===== config.mk =====
export PLATFORM = sky130hd
export DESIGN_NAME = var_range_table
export DESIGN_NICKNAME = d
export VERILOG_FILES = /design/src/rtl/var_range_table.sv
export SDC_FILE = /design/constraint.sdc
export NUM_CORES = 2
export LEC_CHECK = 0
export ABC_AREA = 1
export ABC_CLOCK_PERIOD_IN_PS = 7810
export CORE_UTILIZATION = 24
export CTS_CLUSTER_SIZE = 10
export DETAILED_ROUTE_END_ITERATION = 7
export PLACE_DENSITY = 0.48
export SLEW_MARGIN = 0
export SYNTH_ARGS = -nofsm -noshare
export SYNTH_HDL_FRONTEND = slang
export SYNTH_SLANG_ARGS = --single-unit
export TNS_END_PERCENT = 100

===== constraint.sdc =====
create_clock -name clock -period 7.81 [get_ports clock]
set_input_delay 1.9525 -clock clock [delete_from_list [all_inputs] [get_ports clock]]
set_output_delay 1.9525 -clock clock [all_outputs]
set_load 0.05 [all_outputs]

===== src/rtl/var_range_table.sv =====
// Per-variable inclusive index range table with a 1-cycle lookup port and a
// walker that streams every index of one variable's range over a valid/ready port.
module var_range_table #(
    parameter  int NUM_VARS = 64,
    parameter  int IDX_W    = 16,
    localparam int VAR_W    = $clog2(NUM_VARS)
) (
    input  logic             clock,
    input  logic             reset,
    input  logic             wr_en,
    input  logic [VAR_W-1:0] wr_var,
    input  logic [IDX_W-1:0] wr_start,
    input  logic [IDX_W-1:0] wr_end,
    input  logic             rd_en,
    input  logic [VAR_W-1:0] rd_var,
    output logic             rd_valid,
    output logic             rd_hit,
    output logic [IDX_W-1:0] rd_start,
    output logic [IDX_W-1:0] rd_end,
    input  logic             walk_go,
    input  logic [VAR_W-1:0] walk_var,
    output logic             idx_valid,
    input  logic             idx_ready,
    output logic [IDX_W-1:0] idx_out,
    output logic             idx_last,
    output logic             walk_busy,
    output logic             walk_done,
    output logic             walk_miss
);
    localparam logic [VAR_W:0] NV = (VAR_W+1)'(NUM_VARS);

    typedef enum logic [1:0] {S_IDLE, S_LOOKUP, S_EMIT, S_DONE} state_t;

    logic [NUM_VARS-1:0] valid_q;
    logic [IDX_W-1:0]    start_mem [NUM_VARS];
    logic [IDX_W-1:0]    end_mem   [NUM_VARS];

    logic wr_ok, rd_in, wk_in;
    assign wr_ok = wr_en && ({1'b0, wr_var} < NV);
    assign rd_in = {1'b0, rd_var} < NV;

    // Table storage; only the valid bits need clearing on reset.
    always_ff @(posedge clock) begin
        if (reset) valid_q <= '0;
        else if (wr_ok) valid_q[wr_var] <= 1'b1;
    end

    always_ff @(posedge clock) begin
        if (wr_ok) begin
            start_mem[wr_var] <= wr_start;
            end_mem[wr_var]   <= wr_end;
        end
    end

    // Lookup port
    logic             rd_valid_q, rd_hit_q, rd_hit_d;
    logic [IDX_W-1:0] rd_start_q, rd_start_d, rd_end_q, rd_end_d;

    always_comb begin
        rd_hit_d   = 1'b0;
        rd_start_d = '0;
        rd_end_d   = '0;
        if (rd_en) begin
            if (wr_ok && wr_var == rd_var) begin
                rd_hit_d   = 1'b1;
                rd_start_d = wr_start;
                rd_end_d   = wr_end;
            end else if (rd_in && valid_q[rd_var]) begin
                rd_hit_d   = 1'b1;
                rd_start_d = start_mem[rd_var];
                rd_end_d   = end_mem[rd_var];
            end
        end
    end

    always_ff @(posedge clock) begin
        if (reset) begin
            rd_valid_q <= 1'b0;
            rd_hit_q   <= 1'b0;
            rd_start_q <= '0;
            rd_end_q   <= '0;
        end else begin
            rd_valid_q <= rd_en;
            rd_hit_q   <= rd_hit_d;
            rd_start_q <= rd_start_d;
            rd_end_q   <= rd_end_d;
        end
    end

    assign rd_valid = rd_valid_q;
    assign rd_hit   = rd_hit_q;
    assign rd_start = rd_start_q;
    assign rd_end   = rd_end_q;

    // Walker
    state_t           state_q, state_d;
    logic [VAR_W-1:0] wvar_q, wvar_d;
    logic [IDX_W-1:0] cur_q, cur_d, wend_q, wend_d;
    logic             miss_q, miss_d;
    logic             wk_hit;
    logic [IDX_W-1:0] wk_start, wk_end;

    assign wk_in = {1'b0, wvar_q} < NV;

    // Entry snapshot for the LOOKUP cycle, with the same write bypass as the read port.
    always_comb begin
        wk_hit   = 1'b0;
        wk_start = '0;
        wk_end   = '0;
        if (wr_ok && wr_var == wvar_q) begin
            wk_hit   = 1'b1;
            wk_start = wr_start;
            wk_end   = wr_end;
        end else if (wk_in && valid_q[wvar_q]) begin
            wk_hit   = 1'b1;
            wk_start = start_mem[wvar_q];
            wk_end   = end_mem[wvar_q];
        end
    end

    always_comb begin
        state_d   = state_q;
        wvar_d    = wvar_q;
        cur_d     = cur_q;
        wend_d    = wend_q;
        miss_d    = miss_q;
        idx_valid = 1'b0;
        idx_out   = '0;
        idx_last  = 1'b0;
        walk_done = 1'b0;
        walk_miss = 1'b0;
        walk_busy = (state_q != S_IDLE);
        case (state_q)
            S_IDLE: begin
                if (walk_go) begin
                    wvar_d  = walk_var;
                    state_d = S_LOOKUP;
                end
            end
            S_LOOKUP: begin
                miss_d  = !wk_hit;
                cur_d   = wk_start;
                wend_d  = wk_end;
                state_d = (!wk_hit || wk_start > wk_end) ? S_DONE : S_EMIT;
            end
            S_EMIT: begin
                idx_valid = 1'b1;
                idx_out   = cur_q;
                // Compare before increment so an end of all-ones stops without wrapping.
                idx_last  = (cur_q == wend_q);
                if (idx_ready) begin
                    if (idx_last) state_d = S_DONE;
                    else          cur_d   = cur_q + IDX_W'(1);
                end
            end
            S_DONE: begin
                walk_done = 1'b1;
                walk_miss = miss_q;
                state_d   = S_IDLE;
            end
            default: state_d = S_IDLE;
        endcase
    end

    always_ff @(posedge clock) begin
        if (reset) begin
            state_q <= S_IDLE;
            wvar_q  <= '0;
            cur_q   <= '0;
            wend_q  <= '0;
            miss_q  <= 1'b0;
        end else begin
            state_q <= state_d;
            wvar_q  <= wvar_d;
            cur_q   <= cur_d;
            wend_q  <= wend_d;
            miss_q  <= miss_d;
        end
    end
endmodule


==> report_table.html <==
<table>
<tr><th>Metric</th><th>Value</th></tr>
<tr><th colspan="2">Detailed routing</th></tr>
<tr><td>Number of DRC violations after detailed routing</td><td>0</td></tr>
<tr><td>Total iterations of the first detailed-routing run</td><td>7</td></tr>
<tr><td>Mean number of vias per cell</td><td>5.35</td></tr>
<tr><td>Total number of vias</td><td>93800</td></tr>
<tr><td>Total wire length</td><td>slightly below 500000 um</td></tr>
<tr><td>Final antenna-violating net count</td><td>0</td></tr>
<tr><td>Count of routing violations after the opening detailed-route iteration</td><td>12900</td></tr>
<tr><td>Avg WL per Cell</td><td>27.6 um</td></tr>
<tr><th colspan="2">Critical path</th></tr>
<tr><td>Maximum fanout count along the critical path</td><td>33</td></tr>
<tr><td>Arrival time of data at the critical path endpoint</td><td>roughly 4.0 ns</td></tr>
<tr><td>Maximum cell stage delay along the critical path</td><td>roughly 0.95 ns</td></tr>
<tr><td>Critical Setup Path Class</td><td>reg2out</td></tr>
<tr><td>CP Launch Type</td><td>flip-flop</td></tr>
<tr><td>Cell at the slowest stage of the critical path</td><td>clkdlybuf4s50_1</td></tr>
<tr><td>Crit. End Element</td><td>output port</td></tr>
<tr><td>Cell-by-cell listing of the critical path</td><td>inv_1 -&gt; ha_1 -&gt; buf_4 -&gt; inv_1 -&gt; nor2_1 -&gt; clkdlybuf4s50_1</td></tr>
<tr><td>Required time worst endpoint</td><td>between 5 and 6 ns</td></tr>
<tr><td>Library cell appearing most often on the critical path</td><td>inv_1</td></tr>
<tr><th colspan="2">Synthesis</th></tr>
<tr><td>FF+latch count, synth</td><td>between 2000 and 2500</td></tr>
<tr><td>Synth warn</td><td>0</td></tr>
<tr><td>Largest area contributor in the synthesized netlist</td><td>edfxtp_1</td></tr>
<tr><td>Proportion of netlist area held by the largest area contributor</td><td>a little under three fifths</td></tr>
<tr><td>Number of unique standard cell types used by synthesis</td><td>35</td></tr>
<tr><td>Number of enable flip-flop cells after synthesis</td><td>around 2000</td></tr>
<tr><td>Share of synthesized area occupied by flip-flops and latches</td><td>approximately 60%</td></tr>
<tr><td>Post-synth design cell area</td><td>around 110000 um^2</td></tr>
<tr><td>Most frequently used cell type in the post-synthesis netlist</td><td>nand2_1</td></tr>
<tr><td>Fraction of registers with async set/reset</td><td>0%</td></tr>
<tr><td>Synthesized Nets</td><td>about 12000</td></tr>
<tr><td>Synthesized instance count</td><td>11700</td></tr>
<tr><td>Average footprint of a synthesized cell</td><td>a little over 9 um^2</td></tr>
<tr><td>Cell types occupying the most area after synthesis</td><td>edfxtp_1 (57%), nand3_1 (9.2%), nand2_1 (8.5%)</td></tr>
<tr><td>Prevailing post-synth register cell</td><td>edfxtp_1</td></tr>
<tr><td>Top post-synthesis cells by count</td><td>nand2_1 (2429), edfxtp_1 (2048), nand3_1 (1980)</td></tr>
<tr><th colspan="2">Placed design</th></tr>
<tr><td>Placement-stage cell area</td><td>~120000 um^2</td></tr>
<tr><td>Final estimated routing congestion in global placement</td><td>0.904</td></tr>
<tr><td>Detail Placement HPWL</td><td>about 260000 um</td></tr>
<tr><td>Placement-stage worst setup slack</td><td>~1.9 ns</td></tr>
<tr><td>I/O Buffers</td><td>110</td></tr>
<tr><th colspan="2">Clocking</th></tr>
<tr><td>Root buffer cell</td><td>clkbuf_16</td></tr>
<tr><td>Clock H-tree levels</td><td>5</td></tr>
<tr><td>Number of hold-repair buffers added at the cts stage</td><td>0</td></tr>
<tr><td>PostCTS Resize Cnt</td><td>0</td></tr>
<tr><td>Clock-pin slew on the worst setup and hold paths</td><td>0.06 ns</td></tr>
<tr><td>Clk buf depth</td><td>4</td></tr>
<tr><td>Sinks on the clock net</td><td>approximately 2200</td></tr>
<tr><td>Post-CTS Repair Setup Buffers</td><td>0</td></tr>
<tr><td>Number of buffers created by CTS</td><td>~270</td></tr>
<tr><td>Clock latency on the worst-skew pair</td><td>about 0.90 ns</td></tr>
<tr><td>CTS tree</td><td>yes</td></tr>
<tr><th colspan="2">Timing</th></tr>
<tr><td>Setup repair after global routing missed its margin</td><td>no</td></tr>
<tr><td>Maximum clock frequency</td><td>approximately 0.17 GHz</td></tr>
<tr><td>Worst rel slew slack</td><td>9.92%</td></tr>
<tr><td>TNS Setup</td><td>0 ns</td></tr>
<tr><td>Final hold vios</td><td>0</td></tr>
<tr><td>Setup slack of the critical path after layout</td><td>about 1.9 ns</td></tr>
<tr><td>Fin crit share</td><td>between 70% and 80%</td></tr>
<tr><td>Worst clock skew</td><td>0.0509 ns</td></tr>
<tr><td>Tmin final</td><td>between 5 and 6 ns</td></tr>
<tr><td>Final number of max-transition violations</td><td>0</td></tr>
<tr><td>Actual slew at the worst max-slew pin</td><td>1.35 ns</td></tr>
<tr><td>Number of setup violations in the final report</td><td>0</td></tr>
<tr><th colspan="2">Cells and area</th></tr>
<tr><td>Filler instances</td><td>~47000</td></tr>
<tr><td>Synth-to-Final Area Change</td><td>14.7%</td></tr>
<tr><td>Layout cells sized above 1</td><td>6.20%</td></tr>
<tr><td>Number of nets in the final layout</td><td>~12000</td></tr>
<tr><td>Final instance area</td><td>123000 um^2</td></tr>
<tr><th colspan="2">Power</th></tr>
<tr><td>Leakage</td><td>between 0.04 and 0.05 uW</td></tr>
<tr><td>Worst supply voltage drop on vdd</td><td>a little over 0.0002 V</td></tr>
<tr><td>Power density over the cells</td><td>~280 nW/um^2</td></tr>
<tr><th colspan="2">Global routing</th></tr>
<tr><td>Total routing resource utilization after global routing</td><td>20.5%</td></tr>
<tr><td>First-pass GRT wire length</td><td>between 600000 and 700000 um</td></tr>
<tr><td>Maximum number of pins on one net before global-route repair</td><td>approximately 180</td></tr>
<tr><td>Number of global-route vias before repair</td><td>87500</td></tr>
<tr><td>Total gr overflow</td><td>0</td></tr>
<tr><td>Number of antenna violations at the first check in global routing</td><td>24</td></tr>
<tr><th colspan="2">Die</th></tr>
<tr><td>Total core area</td><td>around 450000 um^2</td></tr>
<tr><td>Number of core rows</td><td>245</td></tr>
<tr><td>Die ar.</td><td>between 400000 and 500000 um^2</td></tr>
<tr><td>IO Count</td><td>~110</td></tr>
<tr><td>Die height</td><td>about 670 um</td></tr>
<tr><td>Die X</td><td>between 600 and 700 um</td></tr>
<tr><td>Effective utilization at floorplan</td><td>around 24%</td></tr>
<tr><th colspan="2">Min path</th></tr>
<tr><td>Hold Crit Class</td><td>reg2reg</td></tr>
<tr><th colspan="2">Run status</th></tr>
<tr><td>Run status</td><td>finished, final reports clean</td></tr>
<tr><th colspan="2">Run</th></tr>
<tr><td>Max-Cap Viols</td><td>0</td></tr>
</table>
path summary, 6_finish.rpt:
check | slack (ns) | startpoint | end | depth (start not counted)
setup / recovery | 1.91 | state_q[0]$_SDFFE_PP0P_ | idx_last | 6
hold / removal | 0.50 | valid_q[45]$_SDFFE_PP0P_ | valid_q[45]$_SDFFE_PP0P_ | 2
setup reg to reg | 2.53 | wvar_q[1]$_SDFFE_PP0P_ | state_q[0]$_SDFFE_PP0P_ | 20
hold reg to reg | 0.50 | valid_q[45]$_SDFFE_PP0P_ | valid_q[45]$_SDFFE_PP0P_ | 2
layout make-up:
class	instances	area, um^2	share of cell area (%)
Inverter	173	722	0.586
Sequential cell	2193	64400	52.3
Antenna cell	11	27.5	0.0223
Tap cell	5928	7420	6.02
Clock inverter	33	303	0.246
Timing Repair Buffer	373	3910	3.17
Multi-Input combinational cell	8416	38900	31.5
Clock buffer	412	7600	6.17
cell families (layout without fill, tap and decap cells):
family,count (synthesis),count (layout),synth area share (%)
AO/OA/AOI/OAI,2313,2313,11.6
AND/OR/NAND/NOR,6055,6055,23.6
adder cells (fa/ha/maj),22,22,0.256
XOR/XNOR,26,26,0.212
flip-flops,2193,2193,59.9
buffers and inverters,1131,991,4.41
other,0,11,0
cells in the final DEF (no fill, tap or decap), types with 42 or more instances in the layout:
cell,instances
nor2_1,1505
buf_12,78
nand2_1,2427
o22ai_1,649
a21oi_1,181
o21ai_1,42
buf_4,186
dfxtp_1,139
nor2_4,65
nand3_1,1980
clkdlybuf4s50_1,71
edfxtp_1,2048
clkbuf_16,281
clkbuf_1,123
o21ai_0,1412
inv_1,155
registers in the layout (all words and copies together), names as in the netlist, named ones only:
| signal | count |
|---|---|
| miss_q | 1 |
| rd_hit | 1 |
| rd_valid | 1 |
| state_q | 2 |
| start_mem | 1024 |
| wvar_q | 6 |
| valid_q | 64 |
| wend_q | 16 |
| rd_end | 16 |
| end_mem | 1024 |
| cur_q | 16 |
| rd_start | 16 |
report_power, final:
part           total [uW]  switching (uW)  internal [uW]
clock network       11800            5060           6760
registers           13300             295          13000
logic                8870            6590           2280
total               34000           11900          22100
metrics by stage:
step	hold WS [ns]	instances	total power (uW)	util, %
after floorplan	0.457	11700	18700	-
after global placement	0.472	17100	22300	25.9
after detailed placement	0.484	17100	22200	25.9
after CTS	0.497	17500	34000	27.6
after global routing	0.517	17500	35200	27.6
final	0.496	17500	34000	27.7
critical path, delay by kind of cell (launching register included):
family	cells	cell delay, ns
AND/OR/NAND/NOR	1	0.63
flip-flops	1	0.37
adder cells (fa/ha/maj)	1	0.17
buffers and inverters	4	1.90
per-layer routing:
metal	GRT usage, %	vias to the layer above	part of all wire (%)
met5	0	-	0.012
met4	11.1	8	5.9
met3	3.37	1151	9.3
met2	32.3	5697	45
met1	27.0	46000	40
li1	-	40900	-
Note: power is estimated with default switching activity, not from simulation.
